File: config.mk
export PLATFORM = sky130hd
export DESIGN_NAME = ru_buffer_scheduler
export DESIGN_NICKNAME = d
export VERILOG_FILES = /design/src/rtl/ru_buffer_scheduler.sv
export SDC_FILE = /design/constraint.sdc
export NUM_CORES = 1
export LEC_CHECK = 0
export BUFFER_PORTS_ARGS = -buffer_cell sky130_fd_sc_hd__buf_4
export CAP_MARGIN = 20
export CORE_MARGIN = 3
export CORE_UTILIZATION = 44
export DETAILED_ROUTE_END_ITERATION = 16
export GPL_TIMING_DRIVEN = 0
export PLACE_DENSITY_LB_ADDON = 0.15
export SYNTH_ARGS = -nofsm -noshare
export SYNTH_HDL_FRONTEND = slang
export SYNTH_SLANG_ARGS = --single-unit
File: constraint.sdc
create_clock -name clk -period 2.7 [get_ports clk]
set_clock_uncertainty 0.05 [all_clocks]
set_input_delay 0.135 -clock clk [delete_from_list [all_inputs] [get_ports clk]]
set_output_delay 0.135 -clock clk [all_outputs]
set_load 0.05 [all_outputs]
File: src/rtl/ru_buffer_scheduler.sv
// Recompute-unit buffer controller: assigns BIST-reported faulty PEs to RU slots,
// then round-robin arbitrates RU writes onto the buffer's single write port.
module ru_buffer_scheduler #(
  parameter int ROWS      = 4,
  parameter int COLS      = 4,
  parameter int NUM_RU    = 4,
  parameter int WORD_SIZE = 16,
  parameter int ROW_W     = $clog2(ROWS),
  parameter int COL_W     = $clog2(COLS),
  parameter int CNT_W     = $clog2(NUM_RU + 1)
) (
  input  logic                 clk,
  input  logic                 rst,
  input  logic                 cfg_start,
  input  logic                 fault_valid,
  input  logic [ROW_W-1:0]     fault_row,
  input  logic [COL_W-1:0]     fault_col,
  input  logic                 cfg_done,
  input  logic                 run_stop,
  input  logic [NUM_RU-1:0]    wr_req,
  input  logic [WORD_SIZE-1:0] wr_data [NUM_RU],
  output logic [NUM_RU-1:0]    wr_gnt,
  output logic [NUM_RU-1:0]    ru_active,
  output logic [ROW_W-1:0]     ru_row [NUM_RU],
  output logic [COL_W-1:0]     ru_col [NUM_RU],
  output logic [CNT_W-1:0]     fault_count,
  output logic                 overflow,
  output logic                 busy_cfg,
  output logic                 busy_run,
  output logic                 buf_we,
  output logic [ROW_W-1:0]     buf_row,
  output logic [COL_W-1:0]     buf_col,
  output logic [WORD_SIZE-1:0] buf_data
);

  localparam int PTR_W = (NUM_RU > 1) ? $clog2(NUM_RU) : 1;

  localparam logic [1:0] S_IDLE   = 2'd0;
  localparam logic [1:0] S_CONFIG = 2'd1;
  localparam logic [1:0] S_RUN    = 2'd2;

  logic [1:0]           state;
  logic [PTR_W-1:0]     rr_ptr;
  logic [NUM_RU-1:0]    elig;
  logic                 gnt_any;
  logic [PTR_W-1:0]     gnt_idx;
  logic [PTR_W-1:0]     idx_c;
  logic                 dup;
  logic                 vld_p1;
  logic [ROW_W-1:0]     row_p1;
  logic [COL_W-1:0]     col_p1;
  logic [WORD_SIZE-1:0] data_p1;

  assign elig     = wr_req & ru_active;
  assign busy_cfg = (state == S_CONFIG);
  assign busy_run = (state == S_RUN);

  // Search upward from the pointer, wrapping, and take the first eligible slot.
  always_comb begin
    wr_gnt  = '0;
    gnt_any = 1'b0;
    gnt_idx = '0;
    idx_c   = '0;
    if (state == S_RUN) begin
      for (int k = 0; k < NUM_RU; k++) begin
        idx_c = PTR_W'((int'(rr_ptr) + k) % NUM_RU);
        if (!gnt_any && elig[idx_c]) begin
          gnt_any        = 1'b1;
          gnt_idx        = idx_c;
          wr_gnt[idx_c]  = 1'b1;
        end
      end
    end
  end

  always_comb begin
    dup = 1'b0;
    for (int i = 0; i < NUM_RU; i++) begin
      if (ru_active[i] && ru_row[i] == fault_row && ru_col[i] == fault_col)
        dup = 1'b1;
    end
  end

  always_ff @(posedge clk) begin
    if (rst) begin
      state       <= S_IDLE;
      rr_ptr      <= '0;
      ru_active   <= '0;
      fault_count <= '0;
      overflow    <= 1'b0;
      for (int i = 0; i < NUM_RU; i++) begin
        ru_row[i] <= '0;
        ru_col[i] <= '0;
      end
    end else begin
      if (gnt_any)
        rr_ptr <= (gnt_idx == PTR_W'(NUM_RU - 1)) ? '0 : gnt_idx + 1'b1;
      case (state)
        S_IDLE: begin
          if (cfg_start) begin
            state       <= S_CONFIG;
            ru_active   <= '0;
            fault_count <= '0;
            overflow    <= 1'b0;
          end
        end
        S_CONFIG: begin
          if (fault_valid && !dup) begin
            if (fault_count < CNT_W'(NUM_RU)) begin
              for (int i = 0; i < NUM_RU; i++) begin
                if (CNT_W'(i) == fault_count) begin
                  ru_active[i] <= 1'b1;
                  ru_row[i]    <= fault_row;
                  ru_col[i]    <= fault_col;
                end
              end
              fault_count <= fault_count + 1'b1;
            end else begin
              overflow <= 1'b1;
            end
          end
          if (cfg_done)
            state <= S_RUN;
        end
        S_RUN: begin
          if (run_stop)
            state <= S_IDLE;
        end
        default: state <= S_IDLE;
      endcase
    end
  end

  // Stage p1: registered buffer write port, one write per grant
  always_ff @(posedge clk) begin
    if (rst) begin
      vld_p1  <= 1'b0;
      row_p1  <= '0;
      col_p1  <= '0;
      data_p1 <= '0;
    end else begin
      vld_p1 <= gnt_any;
      if (gnt_any) begin
        row_p1  <= ru_row[gnt_idx];
        col_p1  <= ru_col[gnt_idx];
        data_p1 <= wr_data[gnt_idx];
      end
    end
  end

  assign buf_we   = vld_p1;
  assign buf_row  = row_p1;
  assign buf_col  = col_p1;
  assign buf_data = data_p1;

endmodule

==> results.cfg <==
[pwr]
power_frac_clock = 0.312
p_int_w = 0.00103
combPwrFrac = 0.169
irDropWorstVdd_mv = 0.183
seq_power_share = 0.519
swShare = 0.274
power_leakage_nw = 1.96
switching_power_w = 0.000391
power_per_cell_area_mw_per_mm2 = 309
power_w = 0.00143

[global_route]
grt_pass1_vias = 3154
antenna_found_initial = 0
track_usage = 0.227
grt-ovfl-total = 0
grt_pass1_wl_mm = 15.4
grt_max_degree = 16

[detailed_routing]
dr.pass1.iters = 4
num_vias = 3277
route.detailed.drc = 0
initialDrtViolationCount = 146
routed_wl_mm = 9.91
drtAntennaViolNets = 0
vias_per_cell = 5.54
wl_per_cell_um = 16.8

[yosys]
synth_top_cell_by_area = dfxtp_1
synth_area_leaders = dfxtp_1 (31%), mux2i_1 (12%), o211ai_2 (7.1%)
synth_flop_cell = dfxtp_1
yosysWarnings = 0
netlist_instances = 349
ys_seq_area_frac = 0.309
synth_cell_type_count = 50
avgSynthCellArea_um2 = 9.09
async_flop_share = 0
synth-edff-count = 0
synth_top_area_share = 0.309
netlist_area_mm2 = 0.00317
synth_nets = 441
ys_ff_latch = 49

[sta]
final_hold_viol_count = 0
relSlewSlack = 0.478
setup_viol = 0
tns_ns = 0
finalCriticalPeriod_ns = 2.62
worst_pin_slew_ns = 0.783
finalMaxSlewViolations = 0
rsz0062_at_grt = false
fin_crit_sh = 0.971
clock.fmax_mhz = 381

[die]
num_rows = 30
start_util = 0.459
die_x_um = 90.9
core_mm2 = 0.00691
dieArea_mm2 = 0.00826
die_h_um = 90.9
ios = 129

[run]
drv_cap = 0

[cts]
cts_max_level = 2
clkTransAtPathRegs_ns = 0.10
cts_tree = built
ctsLongestPathBuffers = 2
clock_latency_ns = 0.31
clkSinkCount = 49
cts_root_buf = clkbuf_8
cts-buffers-inserted = 5

[cells_and_area]
utilization = 0.669
drive_above_1_share = 0.412
nets = 586
seq_area_um2 = 988
layoutNonFillerInstCount = 591
multi_input_area_mm2 = 0.00220
areaGrowthSynthToFinish_pct = 45.6
num_antenna_cells = 0
nFillCells = 626

[place]
dp.final_hpwl_mm = 7.41
dp.cells = 569
gp_congestion = 0.866
io_buffers = 124

[run_status]
outcome = finished, final reports clean

[worst_setup_path]
crit_arrival_ns = 2.44
critPathKind = reg -> out
cp-end-kind = output port
startpoint_type = flip-flop
cp_max_fo = 7
worstPathRequired_ns = 2.52

[min_path]
hold_class = in -> reg
## routing by layer
metal,GRT usage,share of wire
met3,0.0392,0.055
met4,0.0716,0.020
met2,0.401,0.52
met5,0,0
met1,0.279,0.40
## placed cells by master, fill, tap and decap left out, drive strengths merged, types with 6 or more instances in the layout
master | netlist | final
buf | 10 | 146
dfxtp | 49 | 49
mux2i | 38 | 38
nand3 | 27 | 27
nand2b | 24 | 24
a22oi | 24 | 24
nand2 | 22 | 22
o211ai | 22 | 22
clkbuf | 14 | 20
nor2 | 15 | 15
ha | 14 | 14
xor2 | 9 | 9
o21ai | 8 | 8
a31oi | 8 | 8
xnor2 | 7 | 7
nor4 | 6 | 6
a21oi | 6 | 6
## critical path, stage by stage, from the launching register on
cell and delay [ns]:
dfxtp_4 0.36, clkinvlp_4 0.11, ha_4 0.28, buf_6 0.13, or4_4 0.52, a21oi_4 0.25
o21ai_2 0.11, a31oi_4 0.20, buf_6 0.18
## cell families (layout without fill, tap and decap cells)
| logic type | Yosys count | after routing | synth area share |
|---|---|---|---|
| AOI/OAI and AO/OA | 89 | 89 | 0.238 |
| xor gates and xnor gates | 16 | 16 | 0.0442 |
| and+or+nand+nor | 111 | 111 | 0.185 |
| adders and majority gates | 14 | 14 | 0.0552 |
| buffers and inverters | 31 | 177 | 0.0454 |
| muxes | 39 | 39 | 0.123 |
| DFF | 49 | 49 | 0.309 |
## stage by stage
step	hold slack [ns]	setup WS (ns)	area [um^2]
floorplan	0.205	0.0120	3230
global placement	0.299	-0.449	4280
detailed placement	0.312	-0.460	4280
CTS	0.00773	0.0000422	4530
global route	0.00623	0.000238	4620
finish	0.00978	0.0775	4620
## registers in the layout, indices dropped and copies added (netlist names), 2 cells and up
register / flops
ru_active: 4
buf_data: 16
ru_row: 8
buf_col: 2
fault_count: 3
state: 2
rr_ptr: 2
buf_row: 2
ru_col: 8
## worst paths after layout
| kind | start | endpoint | slack (ns) | cells past startpoint |
|---|---|---|---|---|
| worst max-delay path | rr_ptr[1] | wr_gnt[3] | 0.08 | 8 |
| worst min-delay path | wr_data[35] | buf_data[3] | 0.01 | 3 |
| worst max register to register | rr_ptr[1] | buf_data[10] | 0.13 | 10 |
| worst min register to register | overflow | overflow | 0.43 | 2 |
## final cells by class
| class | count | share of cell area |
|---|---|---|
| multi-input combinational | 269 | 0.476 |
| timing repair buffer | 139 | 0.230 |
| sequential | 49 | 0.214 |
| buffer | 23 | 0.0260 |
| tap | 96 | 0.0260 |
| clock buffer | 6 | 0.0157 |
| inverter | 7 | 0.00921 |
| clock inverter | 2 | 0.00298 |
## power by group through the flow
stage / Clock (W) / Combinational (W) / Sequential (W)
2_1_floorplan: 0 / 0.0000940 / 0.000776
3_3_place_gp: 0 / 0.000230 / 0.000757
3_5_place_dp: 0 / 0.000233 / 0.000758
4_1_cts: 0.000452 / 0.000238 / 0.000739
5_1_grt: 0.000482 / 0.000259 / 0.000741
6_report: 0.000445 / 0.000241 / 0.000739
## what timing repair did
item / CTS / global route
gates resized for setup: 36 / 9
setup buffers: 3 / 10
endpoints found under the hold margin: 2 / 0
setup endpoints to repair: 26 / 14
pin swaps: 6 / 12
hold buffers: 2 / 0
## Yosys cell counts (all sizes together) (4+ instances only)
cell and n:
nand3 27, nor2 15, inv 6, mux2i 38, and2 4, o211ai 22
ha 14, o21ai 8, xor2 9, clkbuf 14, nand2b 24, a21oi 6
dfxtp 49, xnor2 7, nand2 22, nor4 6, a31oi 8, a22oi 24
buf 10
(Power assumes the default switching activity.)
